**config.mk**
```make
export PLATFORM = sky130hd
export DESIGN_NAME = mux_nx1_pipe
export DESIGN_NICKNAME = d
export VERILOG_FILES = /design/src/rtl/mux_pkg.sv /design/src/rtl/skid_buf.sv /design/src/rtl/mux_nx1_pipe.sv
export SDC_FILE = /design/constraint.sdc
export NUM_CORES = 1
export LEC_CHECK = 0
export CELL_PAD_IN_SITES_DETAIL_PLACEMENT = 0
export CELL_PAD_IN_SITES_GLOBAL_PLACEMENT = 1
export CORE_ASPECT_RATIO = 0.7
export CORE_MARGIN = 3
export CORE_UTILIZATION = 36
export DETAILED_ROUTE_END_ITERATION = 8
export PLACE_DENSITY = 0.87
export SLEW_MARGIN = 10
export SYNTH_ARGS = -nofsm -noshare
export SYNTH_HDL_FRONTEND = slang
export SYNTH_SLANG_ARGS = --single-unit
```
**constraint.sdc**
```tcl
create_clock -name clk -period 3.9 [get_ports clk]
set_input_delay 0.78 -clock clk [delete_from_list [all_inputs] [get_ports clk]]
set_output_delay 0.78 -clock clk [all_outputs]
set_load 0.01 [all_outputs]
```
**src/rtl/mux_pkg.sv**
```systemverilog
// Shared datapath constants and helpers for the N:1 pipelined mux.
// Latency: n/a (package only).
// Backpressure: n/a (package only).
package mux_pkg;

  // Datapath width defaults
  localparam int MUX_WIDTH_DEF  = 32;
  localparam int MUX_NUM_IN_DEF = 4;
  localparam int MUX_NUM_IN_MIN = 2;
  localparam int MUX_NUM_IN_MAX = 16;

  // Select width: at least one bit even for a 2-input mux
  function automatic int sel_width(input int num_in);
    return (num_in <= 2) ? 1 : $clog2(num_in);
  endfunction

endpackage

```
**src/rtl/skid_buf.sv**
```systemverilog
// One-entry skid register in front of a registered output stage.
// Latency: 1 cycle when the output stage is free; the skid entry adds one cycle under stall.
// Backpressure: in_rdy_o = !skid valid, registered, so there is no comb path from out_rdy_i.
module skid_buf #(
  parameter int WIDTH = 32
) (
  input  logic             clk,
  input  logic             rst_n,
  input  logic             in_vld_i,
  output logic             in_rdy_o,
  input  logic [WIDTH-1:0] in_dat_i,
  output logic             out_vld_o,
  input  logic             out_rdy_i,
  output logic [WIDTH-1:0] out_dat_o
);

  logic             out_vld_q, out_vld_d;
  logic [WIDTH-1:0] out_dat_q, out_dat_d;
  logic             skid_vld_q, skid_vld_d;
  logic [WIDTH-1:0] skid_dat_q, skid_dat_d;
  logic             in_fire;
  logic             out_free;

  assign in_rdy_o = !skid_vld_q;
  assign in_fire  = in_vld_i & in_rdy_o;
  assign out_free = !out_vld_q | out_rdy_i;

  // Next state: drain skid first, otherwise load output directly or park in skid when stalled
  always_comb begin
    out_vld_d  = out_vld_q;
    out_dat_d  = out_dat_q;
    skid_vld_d = skid_vld_q;
    skid_dat_d = skid_dat_q;
    if (out_free) begin
      if (skid_vld_q) begin
        out_dat_d  = skid_dat_q;
        out_vld_d  = 1'b1;
        skid_vld_d = 1'b0;
      end else begin
        out_vld_d = in_fire;
        if (in_fire) begin
          out_dat_d = in_dat_i;
        end
      end
    end else if (in_fire) begin
      skid_dat_d = in_dat_i;
      skid_vld_d = 1'b1;
    end
  end

  // State registers; reset empties both entries and zeroes their data
  always_ff @(posedge clk or negedge rst_n) begin
    if (!rst_n) begin
      out_vld_q  <= 1'b0;
      out_dat_q  <= '0;
      skid_vld_q <= 1'b0;
      skid_dat_q <= '0;
    end else begin
      out_vld_q  <= out_vld_d;
      out_dat_q  <= out_dat_d;
      skid_vld_q <= skid_vld_d;
      skid_dat_q <= skid_dat_d;
    end
  end

  assign out_vld_o = out_vld_q;
  assign out_dat_o = out_dat_q;

endmodule

```
**src/rtl/mux_nx1_pipe.sv**
```systemverilog
// N:1 mux with registered valid/ready output; out-of-range select yields zero data.
// Latency: 1 cycle from accepted input to out_data when the output stage is free.
// Backpressure: one-entry skid absorbs a stall; in_ready drops only while the skid is full. Optional sticky sel_err under MUX_SEL_CHECK_EN.
module mux_nx1_pipe import mux_pkg::*; #(
  parameter  int WIDTH  = MUX_WIDTH_DEF,
  parameter  int NUM_IN = MUX_NUM_IN_DEF,
  localparam int SEL_W  = sel_width(NUM_IN)
) (
  input  logic                    clk,
  input  logic                    rst_n,
  input  logic [NUM_IN*WIDTH-1:0] in_data,
  input  logic [SEL_W-1:0]        sel,
  input  logic                    in_valid,
  output logic                    in_ready,
  output logic [WIDTH-1:0]        out_data,
  output logic                    out_valid,
  input  logic                    out_ready,
  output logic                    sel_err
);

  logic [WIDTH-1:0] sel_word;

  // Channel select; an index with no matching channel leaves the word at zero
  always_comb begin
    sel_word = '0;
    for (int k = 0; k < NUM_IN; k++) begin
      if (sel == SEL_W'(k)) begin
        sel_word = in_data[k*WIDTH +: WIDTH];
      end
    end
  end

  skid_buf #(
    .WIDTH (WIDTH)
  ) u_skid_buf (
    .clk       (clk),
    .rst_n     (rst_n),
    .in_vld_i  (in_valid),
    .in_rdy_o  (in_ready),
    .in_dat_i  (sel_word),
    .out_vld_o (out_valid),
    .out_rdy_i (out_ready),
    .out_dat_o (out_data)
  );

`ifdef MUX_SEL_CHECK_EN
  localparam logic [SEL_W:0] NUM_IN_L = (SEL_W+1)'(NUM_IN);

  logic in_fire;
  logic sel_oob;
  logic sel_err_q, sel_err_d;

  assign in_fire = in_valid & in_ready;
  assign sel_oob = ({1'b0, sel} >= NUM_IN_L);

  // Sticky flag: any accepted out-of-range select latches until reset
  always_comb begin
    sel_err_d = sel_err_q | (in_fire & sel_oob);
  end

  // Flag register
  always_ff @(posedge clk or negedge rst_n) begin
    if (!rst_n) begin
      sel_err_q <= 1'b0;
    end else begin
      sel_err_q <= sel_err_d;
    end
  end

  assign sel_err = sel_err_q;
`else
  assign sel_err = 1'b0;
`endif

endmodule

```
### Word-level counts from Yosys, hierarchy flattened

Index checks and enable logic that the tools add are counted.

* equal/unequal tests: 3
* mux-type cells: 9
* bitwise gates (word level): 3
* reductions and logical operators: 7

Operators with widths (number)
* 32-bit two-way mux: 6
* 2-bit == test (second input constant): 2
* 2-bit AND reduction: 2
* 2-bit nonzero test: 2
* 1-bit two-way mux: 3
* 2-bit by 1-bit == test with 1-bit output (second input constant): 1
* 1-bit logical NOT: 2
* 2-bit logical NOT: 1
* 1-bit bitwise AND: 1
* 1-bit inverter: 1
* 1-bit bitwise OR: 1

* bits in registers: 66
* bits of input ports: 134
* output and inout port bits: 35
* logic and storage cells: 26

### Depth between registers and ports, before layout

* depth in word-level cells: 7
* mapped depth: 7
* mapped depth without buffers: 3

### Modules after synthesis

From an unflattened synthesis, not the netlist that was laid out.

* cells, all modules: 221
* area total of the unflattened synthesis: 3739.8 um^2

By module, submodules not included
* skid_buf: instances 1, cells an instance 180, area an instance 2914.0 um^2, sequential area each 1651.6 um^2
* mux_nx1_pipe: instances 1, cells an instance 41, area an instance 825.8 um^2, sequential area each 0.0 um^2

### Worst setup path after synthesis

Ideal clock, no wire load.

* kind: input-to-reg
* from: input out_ready
* to: register u_skid_buf.skid_dat_q[0]
* setup time: 125 ps
* data arrival time: 1872 ps
* data required time: 3775 ps
* setup slack: 1903 ps
* stages: 5
* buffers on the path: 2
* path through: nand2b_1 -> buf_6 -> nor3b_4 -> buf_6 -> mux2_4

* longest elaborated chain between the ends: 3

RTL lines
* start: declaration: line mux_nx1_pipe.sv:17 `input logic out_ready,`
* 1-bit bitwise OR: line skid_buf.sv:26 `assign out_free = !out_vld_q | out_rdy_i;`
* 1-bit inverter (no line)
* 2-bit AND reduction (no line)
* end signal: assignment: line skid_buf.sv:62 `skid_dat_q <= skid_dat_d;`
* end: declaration: line skid_buf.sv:20 `logic [WIDTH-1:0] skid_dat_q, skid_dat_d;`

No other way between the ends.
A chain may end at the register's enable or synchronous reset.

### Final worst setup path

* from: register u_skid_buf.skid_vld_q
* to: output in_ready

* longest elaborated chain between the ends: 1

RTL lines
* start: declaration: line skid_buf.sv:19 `logic skid_vld_q, skid_vld_d;`
* start signal: assignment: line skid_buf.sv:61 `skid_vld_q <= skid_vld_d;`
* 1-bit logical NOT: line skid_buf.sv:24 `assign in_rdy_o = !skid_vld_q;`
* end: declaration: line mux_nx1_pipe.sv:14 `output logic in_ready,`

No other way between the ends.

==> summary.json <==
{
  "clock_tree": {
    "cts_repair_resize_count": 0,
    "clkLatencyLatePin_ps": 320,
    "cts_num_sinks": 66,
    "root_buf_cell": "sky130_fd_sc_hd__clkbuf_16",
    "cts_max_level": 3,
    "clk_transition_reported_paths_ps": 50,
    "post_cts_hold_buffer_count": 0,
    "post_cts.repair.setup_buffers": 0,
    "cts_tree": "done",
    "cts-buffers-inserted": 9,
    "clockBufferDepth": 2
  },
  "cells_and_area": {
    "nets": 587,
    "insertedDiodeCount": 0,
    "fillCellCount": 901,
    "multi_input_area_um2": 2050,
    "layout-drive-gt1-share_pct": 26.0,
    "register_cell_area_after_layout_um2": 1650,
    "syn_to_final_growth_pct": 49.9,
    "post-route-util_pct": 56.3
  },
  "floorplanning": {
    "design.core.area_um2": 10500,
    "floorplan.rows": 31,
    "chipWidth_um": 131,
    "initial_standard_cell_utilization_of_the_core_pct": 37.6,
    "die_y_um": 93.6,
    "die-area_um2": 12300,
    "io-pin-count": 169
  },
  "status": {
    "outcome": "complete, no violations"
  },
  "yosys": {
    "synth-seq-cells": 66,
    "syn_nets": 431,
    "yosysUniqueCellTypes": 22,
    "synth-async-reset-ratio_pct": 100,
    "count_of_mapped_cells_out_of_synthesis": 297,
    "synth_top_area_cell": "sky130_fd_sc_hd__dfrtp_1",
    "synth_top_cells_by_count": "66 x sky130_fd_sc_hd__dfrtp_1, 65 x sky130_fd_sc_hd__nand2_1, 32 x sky130_fd_sc_hd__a21oi_1",
    "synth_enable_flop_cells": 0,
    "post-synth-top-count-cell": "sky130_fd_sc_hd__dfrtp_1",
    "yosys_warnings": 0,
    "synth_top_cell_area_share_pct": 41.8,
    "synth.cell_area_um2": 3950,
    "synthFlopType": "sky130_fd_sc_hd__dfrtp_1",
    "synthTopCellsByArea": "sky130_fd_sc_hd__dfrtp_1 42%, sky130_fd_sc_hd__mux4_2 17%, sky130_fd_sc_hd__mux2_4 12%",
    "yosysSeqAreaShare_pct": 41.8,
    "postSynthAreaPerCell_um2": 13.3
  },
  "route": {
    "finalWirelength_um": 10700,
    "via_per_inst": 5.01,
    "postRouteAntennaNets": 0,
    "remaining_drc_errors": 0,
    "vias": 3035,
    "initialDrtViolationCount": 102,
    "detail_route.first_pass.iterations": 4,
    "post_drt_wl_per_cell_um": 17.6
  },
  "sta": {
    "finalSetupViolCount": 0,
    "relSlewSlack_pct": 37.4,
    "min_period_ps": 2720,
    "fin_setup_tns_ps": 0,
    "final_clock_period_utilization_by_the_worst_path_pct": 69.8,
    "setup_repair_after_global_routing_missed_its_margin": "no",
    "hold-worst-slack_ps": 509,
    "fmax_mhz": 368,
    "timing.clock.skew_ps": 5.98,
    "final_hold_viol_count": 0,
    "slew_viol_final": 0,
    "worst-slew-pin-transition_ps": 939
  },
  "pwr": {
    "vdd.ir_drop.worst_v": 0.000273,
    "power.static_leakage_nw": 2.32,
    "cellPowerDensity_nw_per_um2": 435,
    "fin_total_pwr_mw": 2.58
  },
  "grt": {
    "initial_antenna_violation_count": 0,
    "groute.layer.met2.usage_pct": 30.8,
    "globalRouteOverflowTotal": 0,
    "grt_first_pass_wirelength_um": 17200,
    "use_met3_pct": 6.08,
    "use_met1_pct": 22.1,
    "grt_pass1_vias": 3257,
    "pin_count_of_the_biggest_net_entering_global_routing": 36,
    "most_heavily_used_metal_layer_in_global_routing": "met2",
    "grt_util_all_layers_pct": 17.8
  },
  "worst_setup_path": {
    "end_kind": "output pin",
    "worst-setup-path-type": "register to output pin",
    "worst_path_slowest_cell": "sky130_fd_sc_hd__dfrtp_1",
    "data_required_time_of_the_critical_path_ps": 3120,
    "crit_path_max_fanout": 24,
    "worst_ep_arrival_time_ps": 1940,
    "setup.worst_path.start_class": "register",
    "cpLargestDelayFamily": "flip-flops",
    "crit_buf_inv": 2,
    "cpPeakStageDelay_ps": 960,
    "worstPathCellList": "inv_1 -> clkdlybuf4s50_1"
  },
  "worst_hold_path": {
    "min_path_type": "input port to asynchronous set/reset pin"
  },
  "job": {
    "maxCapViolations": 0
  },
  "placed_design": {
    "post-dp-hpwl_um": 7700,
    "finalWeightedCongestion": 0.791,
    "port_buffers": 167
  }
}
path summary, 6_finish.rpt:
| kind | from | to | slack (ps) | cells after the start |
|---|---|---|---|---|
| worst max-delay path | u_skid_buf.skid_vld_q | in_ready | 1180 | 2 |
| worst min-delay path | rst_n | u_skid_buf.out_dat_o[18] | 510 | 1 |
| worst max register to register | u_skid_buf.skid_vld_q | u_skid_buf.out_dat_o[5] | 1450 | 3 |
| worst min register to register | u_skid_buf.skid_dat_q[6] | u_skid_buf.skid_dat_q[6] | 510 | 1 |
| max in group asynchronous | rst_n | u_skid_buf.out_dat_o[23] | 2450 | 2 |
| min in group clk | u_skid_buf.skid_dat_q[6] | u_skid_buf.skid_dat_q[6] | 510 | 1 |
cell families (layout without fill, tap and decap cells):
group,after synthesis,in the layout,synth area share (%)
AOI/OAI and AO/OA,64,64,13.9
buffers and inverters,31,192,6.31
DFF,66,66,41.8
muxes,64,64,30.5
other,1,1,0.0950
and+or+nand+nor,71,71,7.38
final cells by class:
| type | count | area share [%] |
|---|---|---|
| Clock buffer | 14 | 4.46 |
| Clock inverter | 2 | 0.592 |
| Inverter | 1 | 0.0634 |
| Multi-Input combinational cell | 200 | 34.6 |
| Sequential cell | 66 | 27.9 |
| Tap cell | 148 | 3.13 |
| Timing Repair Buffer | 175 | 29.2 |
registers in the layout (all words and copies together) (netlist names):
register	count
u_skid_buf.out_vld_o	1
u_skid_buf.skid_dat_q	32
u_skid_buf.skid_vld_q	1
u_skid_buf.out_dat_o	32
per-stage QoR:
stage / worst slack (ps) / std cells / instance area (µm²)
2_1_floorplan: 1900 / 297 / 3950
3_3_place_gp: 1170 / 590 / 5620
3_5_place_dp: 1170 / 590 / 5620
4_1_cts: 1170 / 606 / 5920
5_1_grt: 1110 / 606 / 5920
6_report: 1180 / 606 / 5920
routing by layer:
layer | routed length [µm] | vias up
met5 | 0 | -
met4 | 38 | 0
met3 | 817 | 2
met2 | 5200 | 128
met1 | 4630 | 1494
li1 | - | 1411
power breakdown:
| part | internal, mW | switching (mW) | leakage (nW) |
|---|---|---|---|
| Combinational | 0.504 | 0.302 | 1.41 |
| Sequential | 0.856 | 0.108 | 0.759 |
| Clock | 0.529 | 0.278 | 0.147 |
layout by cell type, fill, tap and decap left out:
cell                              instances
sky130_fd_sc_hd__a21oi_1                 32
sky130_fd_sc_hd__a31oi_1                  2
sky130_fd_sc_hd__a31oi_2                 30
sky130_fd_sc_hd__and2_4                   1
sky130_fd_sc_hd__buf_12                   1
sky130_fd_sc_hd__buf_2                    3
sky130_fd_sc_hd__buf_4                    7
sky130_fd_sc_hd__bufinv_16                1
sky130_fd_sc_hd__clkbuf_1                 3
sky130_fd_sc_hd__clkbuf_16                9
sky130_fd_sc_hd__clkbuf_8                 2
sky130_fd_sc_hd__clkdlybuf4s50_1        164
sky130_fd_sc_hd__clkinv_2                 1
sky130_fd_sc_hd__conb_1                   1
sky130_fd_sc_hd__dfrtp_1                 66
sky130_fd_sc_hd__inv_1                    1
sky130_fd_sc_hd__mux2_2                   1
sky130_fd_sc_hd__mux2_4                  31
sky130_fd_sc_hd__mux4_1                   2
sky130_fd_sc_hd__mux4_2                  30
sky130_fd_sc_hd__nand2_1                 65
sky130_fd_sc_hd__nand2b_2                 1
sky130_fd_sc_hd__nor2_1                   2
sky130_fd_sc_hd__nor3b_4                  1
sky130_fd_sc_hd__or2_1                    1
(Power assumes the default switching activity.)
